==> src/rtl/integrator_chain.sv <==
// Pipelined cascade of NumStages wrapping integrators with per-channel accumulators,
// the integrator half of a multi-channel CIC decimator.
module integrator_chain #(
    parameter int InWidthBits  = 12,
    parameter int OutWidthBits = 24,
    parameter int NumStages    = 3,
    parameter int NumChannels  = 1,
    parameter int ChanBits     = (NumChannels > 1) ? $clog2(NumChannels) : 1
) (
    input  logic                    clk,
    input  logic                    rst,
    input  logic [InWidthBits-1:0]  in,
    input  logic [ChanBits-1:0]     in_channel,
    input  logic                    in_valid,
    output logic                    in_ready,
    output logic [OutWidthBits-1:0] out,
    output logic [ChanBits-1:0]     out_channel,
    output logic                    out_valid,
    input  logic                    out_ready
);

    if (OutWidthBits < InWidthBits || NumStages < 1 || NumChannels < 1) begin : g_bad_params
        $error("integrator_chain: illegal parameter combination");
    end

    logic [NumStages-1:0][NumChannels-1:0][OutWidthBits-1:0] acc_q, acc_d;
    logic [NumStages-1:0][OutWidthBits-1:0] data_q, data_d;
    logic [NumStages-1:0][ChanBits-1:0]     chan_q, chan_d;
    logic [NumStages-1:0]                   vld_q, vld_d;

    // Inputs seen by each stage this cycle: stage 0 from the port, others from the stage before.
    logic [NumStages-1:0][OutWidthBits-1:0] stg_x;
    logic [NumStages-1:0][ChanBits-1:0]     stg_c;
    logic [NumStages-1:0]                   stg_v;

    logic                    advance;
    logic                    accept;
    logic                    chan_ok;
    logic [OutWidthBits-1:0] sum;

    assign advance  = !vld_q[NumStages-1] || out_ready;
    assign in_ready = advance || rst;
    assign accept   = in_valid && in_ready && !rst;
    // Out-of-range tags are consumed but travel as bubbles.
    assign chan_ok  = 32'(in_channel) < 32'(NumChannels);

    for (genvar gi = 0; gi < NumStages; gi++) begin : g_stage_in
        if (gi == 0) begin : g_first
            assign stg_x[gi] = OutWidthBits'($signed(in));
            assign stg_c[gi] = in_channel;
            assign stg_v[gi] = accept && chan_ok;
        end else begin : g_next
            assign stg_x[gi] = data_q[gi-1];
            assign stg_c[gi] = chan_q[gi-1];
            assign stg_v[gi] = vld_q[gi-1];
        end
    end

    always_comb begin
        acc_d  = acc_q;
        data_d = data_q;
        chan_d = chan_q;
        vld_d  = vld_q;
        sum    = '0;
        if (advance) begin
            for (int k = 0; k < NumStages; k++) begin
                vld_d[k] = stg_v[k];
                if (stg_v[k]) begin
                    sum = stg_x[k];
                    for (int c = 0; c < NumChannels; c++) begin
                        if (stg_c[k] == ChanBits'(c)) begin
                            sum         = acc_q[k][c] + stg_x[k];
                            acc_d[k][c] = sum;
                        end
                    end
                    data_d[k] = sum;
                    chan_d[k] = stg_c[k];
                end
            end
        end
    end

    always_ff @(posedge clk) begin
        if (rst) begin
            acc_q  <= '0;
            data_q <= '0;
            chan_q <= '0;
            vld_q  <= '0;
        end else begin
            acc_q  <= acc_d;
            data_q <= data_d;
            chan_q <= chan_d;
            vld_q  <= vld_d;
        end
    end

    assign out         = data_q[NumStages-1];
    assign out_channel = chan_q[NumStages-1];
    assign out_valid   = vld_q[NumStages-1];

endmodule
==> config.mk <==
export PLATFORM = sky130hd
export DESIGN_NAME = integrator_chain
export DESIGN_NICKNAME = d
export VERILOG_FILES = /design/src/rtl/integrator_chain.sv
export SDC_FILE = /design/constraint.sdc
export NUM_CORES = 1
export LEC_CHECK = 0
export BUFFER_PORTS_ARGS = -buffer_cell sky130_fd_sc_hd__buf_2
export CORE_MARGIN = 4
export CORE_UTILIZATION = 45
export CTS_CLUSTER_DIAMETER = 50
export CTS_CLUSTER_SIZE = 16
export DETAILED_ROUTE_END_ITERATION = 12
export PLACE_DENSITY = 0.6
export SYNTH_ARGS = -nofsm -noshare
export SYNTH_HDL_FRONTEND = slang
export SYNTH_SLANG_ARGS = --single-unit
==> constraint.sdc <==
create_clock -name clk -period 3.04 [get_ports clk]
set_input_delay 0.608 -clock clk [delete_from_list [all_inputs] [get_ports clk]]
set_output_delay 0.608 -clock clk [all_outputs]
set_load 0.05 [all_outputs]
==> metrics.md, run 1 <==
| Metric | Value |
|---|---|
| Area share of the largest cell type after synthesis | `34.0%` |
| Critical path launch point type | `flip-flop` |
| Wire per inst | `15.7 µm` |
| Slowest cell on crit path | `fa_1` |
| Post-synth top area cell | `dfxtp_1` |
| Slew @ Worst Pin | `0.830 ns` |
| Number of flops mapped to enable cells by yosys | `0` |
| Slew Limit Fails | `0` |
| Power per cell area | `488 mW/mm²` |
| Ranking of synthesized cells by instance count | `nand2_1, dfxtp_1, a21oi_1` |
| Vias in the first global route | `7054` |
| Layout area overhead | `13.2%` |
| CTS clk-pin slew, worst paths | `0.07 ns` |
| DP Cell Count | `1359` |
| Tcrit/Tclk final | `90.9%` |
| Mux share of post-synthesis cell area | `3.20%` |
| CTS Sinks | `150` |
| Num CTS Buffers | `17` |
| Hold Path Class | `reg -> reg` |
| FF+latch area | `0.00300 mm²` |
| Max IR drop VDD | `0.425 mV` |
| Final core utilization | `51.6%` |
| Via-to-Cell Ratio | `5.40` |
| Clock power frac | `43.5%` |
| CP required | `3.40 ns` |
| Area of the multi-input gates | `0.00542 mm²` |
| Placed cell area | `0.00942 mm²` |
| CTS tree | `built` |
| Post-synthesis xor/xnor area fraction | `5.65%` |
| Core box area | `0.0194 mm²` |
| Synth Area in Adders | `10.4%` |
| Syn Nets | `1157` |
| H-Tree Depth | `4` |
| Internal power | `3.55 mW` |
| Yosys warns | `0` |
| GP Congestion | `0.941` |
| Setup TNS | `0 ns` |
| Async set-reset flop share out of synthesis | `0%` |
| Pre-CTS WS | `-0.107 ns` |
| WP data arrival | `3.13 ns` |
| Fin cells | `1391` |
| Diodes inserted | `0` |
| Antenna violations before repair | `0` |
| CP peak stage delay | `0.42 ns` |
| Critical Path End Type | `flip-flop` |
| Comb pwr share | `13.4%` |
| Final setup vio count | `0` |
| Switching share of power | `27.2%` |
| Row count | `51` |
| Sequential area share after synthesis | `34.0%` |
| Max_cap viols | `0` |
| Fin nets | `1202` |
| CTS Root Cell | `clkbuf_16` |
| DIE AREA | `0.0220 mm²` |
| Mapped Avg Cell Area | `8.28 µm²` |
| Top FF cell, synth | `dfxtp_1` |
| Hold_buf cts | `0` |
| DR DRC count | `0` |
| Critical path cell sequence | `ha_1, fa_1, a21o_1, a21oi_1, nor4_1, o21ai_1, a21oi_1, o31a_1, or3_1, nand3_1, o21bai_1` |
| RSZ-0062 raised after global routing | `false` |
| Fmax | `0.362 GHz` |
| Cell Area, Synth | `0.00884 mm²` |
| Rel. slew slack | `44.5%` |
| Routed vias | `7505` |
| Count leader, synth | `nand2_1` |
| Die H | `148 µm` |
| Buf+Inv Stages, Crit Path | `0` |
| Post-Synth Simple-Gate Area | `17.9%` |
| Worst hold slack | `0.448 ns` |
| All-Layer GR Usage | `20.2%` |
| Grt ovf | `0` |
| Family with the most delay on the worst path | `compound AO/OA/AOI/OAI gates` |
| Leakage | `4.44 nW` |
| Status | `finished clean` |
| Area contributors post-synth | `dfxtp_1, ha_1, nand2_1` |
| Total Wirelength | `21900 µm` |
| Layout cells sized above 1 | `12.8%` |
| Post-DP HPWL | `16500 µm` |
| Worst Slack Setup Final | `0.277 ns` |
| Setup bufs post-CTS | `0` |
| Cells after Synth | `1068` |
| Main combinational cell family by area after synthesis | `compound AO/OA/AOI/OAI gates` |
| Endpoints failing hold | `0` |
| CP Class | `reg -> reg` |
| Distinct cells, synth | `64` |
| Final Instance Area | `0.0100 mm²` |
| Crit Path Max Fanout | `4` |
| Sequential power share | `43.0%` |
| Die Span X | `148 µm` |
| I/O Pins | `44` |
| Crit path top cell by count | `a21oi_1` |
| Fillers | `1901` |
| P_sw | `1.33 mW` |
| Tmin final | `2.76 ns` |
| Largest net degree at the start of global routing | `38` |
| I/O Buffers | `43` |
| Post-synthesis compound-gate area fraction | `24.2%` |
| Clock latency on the worst-skew pair | `0.43 ns` |
| Post-route ant nets | `0` |
| Number of synthesized register bits | `150` |
| First-pass GRT wire length | `35900 µm` |
| Clock Path Buffers | `2` |
| Tot Pwr | `4.88 mW` |
| Initial core utilization | `45.6%` |
| Initial drt markers | `382` |
| Final Skew | `0.0119 ns` |
| DRT Pass-1 Iters | `5` |
power by group through the flow:
stage	Clock, mW	Sequential, mW	Combinational (mW)
2_1_floorplan	0	2.12	0.485
3_3_place_gp	0	2.14	0.649
3_5_place_dp	0	2.14	0.654
4_1_cts	2.18	2.10	0.658
5_1_grt	2.27	2.11	0.733
6_report	2.13	2.10	0.656
area by class of cell:
class / instances / share of cell area [%]
clock buffers: 19 / 4.43
clock inverters: 13 / 1.48
inverters: 12 / 0.450
multi-input cells: 836 / 54.2
flip-flops and latches: 150 / 30.0
well taps: 265 / 3.31
repair buffers: 96 / 6.15
cells in the final DEF (no fill, tap or decap), types with 18 or more instances in the layout:
master and instances:
nand2_1 162, dfxtp_1 150, a21oi_1 119, nor2_1 79
ha_1 69, buf_4 54, xnor2_1 42, o21ai_0 42
buf_2 42, a21o_1 39, a211oi_1 34, mux2i_1 26
nand3_1 20, and3_1 18
path summary, 6_finish.rpt:
kind / depth (start not counted) / to / from / slack, ns
worst max register to register: 11 / data_q[44] / acc_q[24] / 0.28
worst max-delay path: 11 / data_q[44] / acc_q[24] / 0.28
worst min-delay path: 2 / acc_q[69] / acc_q[69] / 0.45
worst min register to register: 2 / acc_q[69] / acc_q[69] / 0.45
registers in the layout, indices dropped and copies added, names as in the netlist:
signal / flops
out_channel: 1
data_q: 48
acc_q: 72
vld_q: 3
chan_q: 2
out: 24
logic make-up (layout without fill, tap and decap cells):
| family | after synthesis | count (layout) |
|---|---|---|
| AND/OR/NAND/NOR | 349 | 349 |
| multiplexers | 28 | 28 |
| adder cells (fa/ha/maj) | 72 | 72 |
| flip-flops | 150 | 150 |
| XOR/XNOR | 57 | 57 |
| AO/OA/AOI/OAI | 330 | 330 |
| buffers and inverters | 82 | 140 |
layer usage:
layer  GRT usage, %  wire, µm  vias up
li1               -         -     3919
met1           27.4     10700     3446
met2           33.7     10200      124
met3           3.96       760       16
met4           4.30       225        0
met5              0         0        -
worst min-delay path, delay by kind of cell (launching register included):
kind	cells	cell delay (ns)
DFF	1	0.31
and+or+nand+nor	2	0.09
timing repair:
item                       CTS  global route
hold endpoints to repair     0             0
setup endpoints to repair    0             5
gates resized for setup      0             2
(Power assumes the default switching activity.)
==> inputs of run 2 (changes only) <==
- MAX_ROUTING_LAYER: not set -> met4
==> metrics.md, run 2 (same netlist as run 1, synthesis figures left out) <==
| Metric | Value |
|---|---|
| Max IR drop VDD | `0.386 mV (was 0.425 mV)` |
| CP required | `3.34 ns (was 3.40 ns)` |
| Tcrit/Tclk final | `91.5% (was 90.9%)` |
| Hold Crit Depth | `2 (unchanged)` |
| CTS clk-pin slew, worst paths | `0.07 ns (about the same)` |
| H-Tree Depth | `4 (unchanged)` |
| Via-to-Cell Ratio | `5.35 (was 5.40)` |
| Worst Slack Setup Final | `0.259 ns (was 0.277 ns)` |
| Pre-CTS WS | `-0.0728 ns (was -0.107 ns)` |
| Die H | `148 µm (unchanged)` |
| Final Skew | `0.00731 ns (was 0.0119 ns)` |
| Slew Limit Fails | `0 (unchanged)` |
| Total Wirelength | `21800 µm (was 21900 µm)` |
| Area of the multi-input gates | `0.00542 mm² (unchanged)` |
| Status | `finished clean (unchanged)` |
| CTS tree | `built (unchanged)` |
| Crit Path Max Fanout | `3 (was 4)` |
| Power per cell area | `482 mW/mm² (was 488 mW/mm²)` |
| All-Layer GR Usage | `20.5% (was 20.2%)` |
| Final setup vio count | `0 (unchanged)` |
| DR DRC count | `0 (unchanged)` |
| Largest net degree at the start of global routing | `64 (was 38)` |
| I/O Buffers | `43 (unchanged)` |
| Antenna violations before repair | `0 (unchanged)` |
| Family with the most delay on the worst path | `compound AO/OA/AOI/OAI gates (unchanged)` |
| Commonest non-fill, non-tap cell in the layout | `nand2_1 (unchanged)` |
| Row count | `51 (unchanged)` |
| Diodes inserted | `0 (unchanged)` |
| Fillers | `1887 (was 1901)` |
| Grt ovf | `0 (unchanged)` |
| Core box area | `0.0194 mm² (unchanged)` |
| Critical path launch point type | `flip-flop (unchanged)` |
| Leakage | `4.42 nW (was 4.44 nW)` |
| Max FFs per register | `72 (unchanged)` |
| Slowest cell on crit path | `fa_1 (unchanged)` |
| Reg2Reg Depth | `11 (unchanged)` |
| First-pass GRT wire length | `35500 µm (was 35900 µm)` |
| Num CTS Buffers | `17 (unchanged)` |
| CTS Root Cell | `clkbuf_16 (unchanged)` |
| GP Congestion | `0.969 (was 0.941)` |
| FF+latch area | `0.00300 mm² (unchanged)` |
| Fmax | `0.360 GHz (was 0.362 GHz)` |
| Setup bufs post-CTS | `0 (unchanged)` |
| CP peak stage delay | `0.40 ns (was 0.42 ns)` |
| Routed vias | `7436 (was 7505)` |
| Slew @ Worst Pin | `0.759 ns (was 0.830 ns)` |
| Rel. slew slack | `49.2% (was 44.5%)` |
| Most frequent cells in the layout | `nand2_1, dfxtp_1, a21oi_1, nor2_1, ha_1 (unchanged)` |
| Max_cap viols | `0 (unchanged)` |
| Wire per inst | `15.7 µm (about the same)` |
| DIE AREA | `0.0220 mm² (unchanged)` |
| DRT Pass-1 Iters | `4 (was 5)` |
| Hold Path Class | `reg -> reg (unchanged)` |
| Clock power frac | `42.6% (was 43.5%)` |
| RSZ-0062 raised after global routing | `false (unchanged)` |
| CP Depth | `11 (unchanged)` |
| Post-route ant nets | `0 (unchanged)` |
| Initial core utilization | `45.6% (unchanged)` |
| Switching share of power | `28.1% (was 27.2%)` |
| Layout cells sized above 1 | `12.7% (was 12.8%)` |
| Post-DP HPWL | `16300 µm (was 16500 µm)` |
| WP data arrival | `3.08 ns (was 3.13 ns)` |
| Critical path cell sequence | `ha_1, fa_1, a21oi_1, o21ai_0, a21oi_1, o311ai_0, nand2_1, o21ai_0, a211oi_1, mux2i_1, o211ai_1 (was ha_1, fa_1, a21o_1, a21oi_1, nor4_1, o21ai_1, a21oi_1, o31a_1, or3_1, nand3_1, o21bai_1)` |
| CP Class | `reg -> reg (unchanged)` |
| I/O Pins | `44 (unchanged)` |
| Endpoints failing hold | `0 (unchanged)` |
| Sequential power share | `43.7% (was 43.0%)` |
| CTS Sinks | `150 (unchanged)` |
| Comb pwr share | `13.7% (was 13.4%)` |
| Internal power | `3.46 mW (was 3.55 mW)` |
| Largest register by flop count | `acc_q (unchanged)` |
| Clock latency on the worst-skew pair | `0.42 ns (was 0.43 ns)` |
| Initial drt markers | `327 (was 382)` |
| Buf+Inv Stages, Crit Path | `0 (unchanged)` |
| Fin nets | `1200 (was 1202)` |
| Die Span X | `148 µm (unchanged)` |
| Setup TNS | `0 ns (unchanged)` |
| Critical Path End Type | `flip-flop (unchanged)` |
| Vias in the first global route | `6944 (was 7054)` |
| Tmin final | `2.78 ns (was 2.76 ns)` |
| Layout area overhead | `12.8% (was 13.2%)` |
| P_sw | `1.35 mW (was 1.33 mW)` |
| Hold_buf cts | `0 (unchanged)` |
| Clock Path Buffers | `2 (unchanged)` |
==> run 2: power groups by stage <==
| stage | clock network (mW) | logic (mW) | registers (mW) |
|---|---|---|---|
| after floorplan | 0 | 0.485 | 2.12 |
| after global placement | 0 | 0.647 | 2.14 |
| after detailed placement | 0 | 0.654 | 2.14 |
| after CTS | 2.10 | 0.657 | 2.10 |
| after global routing | 2.20 | 0.728 | 2.11 |
| final | 2.05 | 0.656 | 2.10 |
==> run 2: repair_timing <==
| action | CTS | global route |
|---|---|---|
| setup endpoints to repair | 0 | 4 |
| gates resized for setup | 0 | 2 |
| hold endpoints to repair | 0 | 0 |
==> run 2: tightest hold or removal path, stage by stage, from the launching register on <==
cell and delay (ns):
dfxtp_1 0.31, nand2_1 0.05, nand2_1 0.05
==> run 2: cell type report <==
type                    count  share of cell area, %
flip-flops and latches    150                   30.1
inverters                  12                  0.452
clock inverters            15                   1.43
clock buffers              17                   4.27
repair buffers             94                   6.02
well taps                 265                   3.33
multi-input cells         836                   54.4
==> run 2: per-stage QoR <==
step,hold WS (ns),total power [mW],utilization (%),cells,cell area (µm²)
final,0.451,4.81,51.4,1389,9970
after global placement,0.436,2.79,48.5,1357,9400
after global routing,0.468,5.04,51.4,1389,9970
after detailed placement,0.440,2.80,48.5,1357,9400
after CTS,0.451,4.86,51.4,1389,9970
after floorplan,0.426,2.61,-,1068,8840
==> run 2: final timing paths <==
path	startpoint	end	slack [ns]
max reg2reg	data_q[24]	out[22]	0.26
min	acc_q[10]	acc_q[10]	0.45
max	data_q[24]	out[22]	0.26
min reg2reg	acc_q[10]	acc_q[10]	0.45
==> run 2: routing by layer <==
layer,track usage (%),wire [µm],vias to the layer above
met5,-,0,-
met2,32.6,9970,102
met4,5.50,346,0
li1,-,-,3917
met3,3.69,709,21
met1,27.2,10700,3396
==> inputs of run 3 (changes only) <==
- CTS_CLUSTER_DIAMETER: 50 -> 60
- REMOVE_ABC_BUFFERS: not set -> 1
==> metrics.md, run 3 (same netlist as run 1, synthesis figures left out) <==
| Metric | Value |
|---|---|
| Diodes inserted | `0 (unchanged)` |
| Antenna violations before repair | `0 (unchanged)` |
| Tmin final | `2.78 ns (about the same)` |
| Fin nets | `1198 (was 1200)` |
| Layout cells sized above 1 | `12.7% (about the same)` |
| Hold Crit Depth | `2 (unchanged)` |
| Fmax | `0.360 GHz (about the same)` |
| DP Cell Count | `1355 (was 1357)` |
| Tcrit/Tclk final | `91.3% (was 91.5%)` |
| Leakage | `4.40 nW (was 4.42 nW)` |
| Wire per inst | `14.9 µm (was 15.7 µm)` |
| Max_cap viols | `0 (unchanged)` |
| Post-DP HPWL | `15400 µm (was 16300 µm)` |
| Critical Path End Type | `flip-flop (unchanged)` |
| Power per cell area | `477 mW/mm² (was 482 mW/mm²)` |
| DRT Pass-1 Iters | `4 (unchanged)` |
| Fillers | `1947 (was 1887)` |
| Reg2Reg Depth | `11 (unchanged)` |
| CTS tree | `built (unchanged)` |
| CP required | `3.34 ns (about the same)` |
| Hold Path Class | `reg -> reg (unchanged)` |
| DR DRC count | `0 (unchanged)` |
| Grt ovf | `0 (unchanged)` |
| Endpoints failing hold | `0 (unchanged)` |
| Max FFs per register | `72 (unchanged)` |
| Vias in the first global route | `7162 (was 6944)` |
| Rel. slew slack | `46.8% (was 49.2%)` |
| Status | `finished clean (unchanged)` |
| Post-route ant nets | `0 (unchanged)` |
| Final setup vio count | `0 (unchanged)` |
| CTS Sinks | `150 (unchanged)` |
| Placed cell area | `0.00939 mm² (was 0.00940 mm²)` |
| Fin cells | `1387 (was 1389)` |
| CP Class | `reg -> reg (unchanged)` |
| WP data arrival | `3.08 ns (about the same)` |
| R2r endpoint | `out[22] (unchanged)` |
| All-Layer GR Usage | `20.1% (was 20.5%)` |
| Total Wirelength | `20600 µm (was 21800 µm)` |
| GP Congestion | `0.959 (was 0.969)` |
| Slew Limit Fails | `0 (unchanged)` |
| Largest net degree at the start of global routing | `38 (was 64)` |
| Commonest non-fill, non-tap cell in the layout | `nand2_1 (unchanged)` |
| Max IR drop VDD | `0.406 mV (was 0.386 mV)` |
| Crit Path Max Fanout | `2 (was 3)` |
| Critical path launch point type | `flip-flop (unchanged)` |
| Hold Path End | `out[7] (was acc_q[10])` |
| I/O Pins | `44 (unchanged)` |
| Die H | `148 µm (unchanged)` |
| Core box area | `0.0194 mm² (unchanged)` |
| Initial core utilization | `45.6% (unchanged)` |
| Final Skew | `0.0104 ns (was 0.00731 ns)` |
| Final Instance Area | `0.00995 mm² (was 0.00997 mm²)` |
| Die Span X | `148 µm (unchanged)` |
| H-Tree Depth | `4 (unchanged)` |
| Clock power frac | `42.1% (was 42.6%)` |
| Clock Path Buffers | `2 (unchanged)` |
| Comb pwr share | `13.6% (was 13.7%)` |
| Slew @ Worst Pin | `0.794 ns (was 0.759 ns)` |
| Routed vias | `7404 (was 7436)` |
| DIE AREA | `0.0220 mm² (unchanged)` |
| Sequential power share | `44.3% (was 43.7%)` |
| RSZ-0062 raised after global routing | `false (unchanged)` |
| Most frequent cells in the layout | `nand2_1, dfxtp_1, a21oi_1, nor2_1, ha_1 (unchanged)` |
| Row count | `51 (unchanged)` |
| Hold_buf cts | `0 (unchanged)` |
| Num CTS Buffers | `17 (unchanged)` |
| Via-to-Cell Ratio | `5.34 (was 5.35)` |
| Largest register by flop count | `acc_q (unchanged)` |
| Layout area overhead | `12.5% (was 12.8%)` |
| CTS clk-pin slew, worst paths | `0.07 ns (about the same)` |
| Tot Pwr | `4.75 mW (was 4.81 mW)` |
| I/O Buffers | `43 (unchanged)` |
| P_sw | `1.36 mW (was 1.35 mW)` |
| Initial drt markers | `259 (was 327)` |
| Switching share of power | `28.6% (was 28.1%)` |
| CTS Root Cell | `clkbuf_16 (unchanged)` |
| Min-delay src | `out[7] (was acc_q[10])` |
| Internal reg-to-reg setup slack | `0.26 ns (about the same)` |
| First-pass GRT wire length | `35200 µm (was 35500 µm)` |
| Reg-to-Reg Start | `acc_q[48] (was data_q[24])` |
| Clock latency on the worst-skew pair | `0.43 ns (was 0.42 ns)` |
| Internal power | `3.39 mW (was 3.46 mW)` |
| Setup bufs post-CTS | `0 (unchanged)` |
[run 3: changes by cell type in the layout (fill, tap and decap cells not counted)]
cell / before / now
buf_4: 52 / 50
clkinv_2: 3 / 1
inv_6: 5 / 7
a21oi_1: 119 / 118
a21oi_2: 0 / 1
bufinv_16: 1 / 0
clkinv_4: 1 / 2
clkinvlp_4: 3 / 2
inv_8: 2 / 3
[run 3: area by class of cell]
type / instances / area [µm²] / area share (%)
clock inverters: 15 / 133 / 1.33
flip-flops and latches: 150 / 3000 / 30.2
repair buffers: 92 / 586 / 5.89
inverters: 12 / 45.0 / 0.453
clock buffers: 17 / 425 / 4.28
well taps: 265 / 332 / 3.33
multi-input cells: 836 / 5430 / 54.5
[run 3: power by group through the flow]
stage | sequential, mW | combinational (mW) | clock [mW]
3_3_place_gp | 2.15 | 0.642 | 0
5_1_grt | 2.11 | 0.728 | 2.15
3_5_place_dp | 2.15 | 0.646 | 0
6_report | 2.10 | 0.646 | 2.00
2_1_floorplan | 2.15 | 0.416 | 0
4_1_cts | 2.10 | 0.650 | 2.06
[run 3: timing repair]
action,4_1_cts,5_1_grt
gates resized for setup,0,3
setup endpoints to repair,0,5
hold endpoints to repair,0,0
[run 3: worst max path at each step]
stage              start         end  slack (ns)  cells after the start
2_1_floorplan      in[0]  data_q[16]        0.18                     11
3_3_place_gp       in[0]  data_q[22]       -0.07                     13
3_5_place_dp      in[11]  data_q[23]       -0.09                     10
4_1_cts        data_q[0]  data_q[46]        0.11                     11
5_1_grt         acc_q[0]   acc_q[20]       0.001                     11
6_report       acc_q[48]     out[22]        0.26                     11
[run 3: critical path, stage by stage, from the launching register on]
cell      delay, ns
dfxtp_1        0.32
ha_1           0.22
fa_1           0.41
a21oi_1        0.19
o21ai_0        0.10
a21oi_1        0.22
o311ai_0       0.16
nand2_1        0.14
o21ai_0        0.20
a211oi_1       0.34
mux2i_1        0.26
o211ai_1       0.11
[run 3: routing by layer]
layer	vias up	GRT usage, %	wire (µm)
li1	3908	-	-
met1	3391	26.9	10400
met2	95	32.2	9470
met3	10	3.11	599
met4	0	4.85	204
met5	-	-	0
[run 3: per-stage QoR]
step                hold slack (ns)  util [%]  setup TNS, ns  setup WS [ns]
floorplan                     0.426         -              0          0.176
global placement              0.435      48.4         -0.374        -0.0691
detailed placement            0.440      48.4         -0.569        -0.0877
CTS                           0.453      51.3              0          0.105
global route                  0.462      51.3              0        0.00116
finish                        0.451      51.3              0          0.264
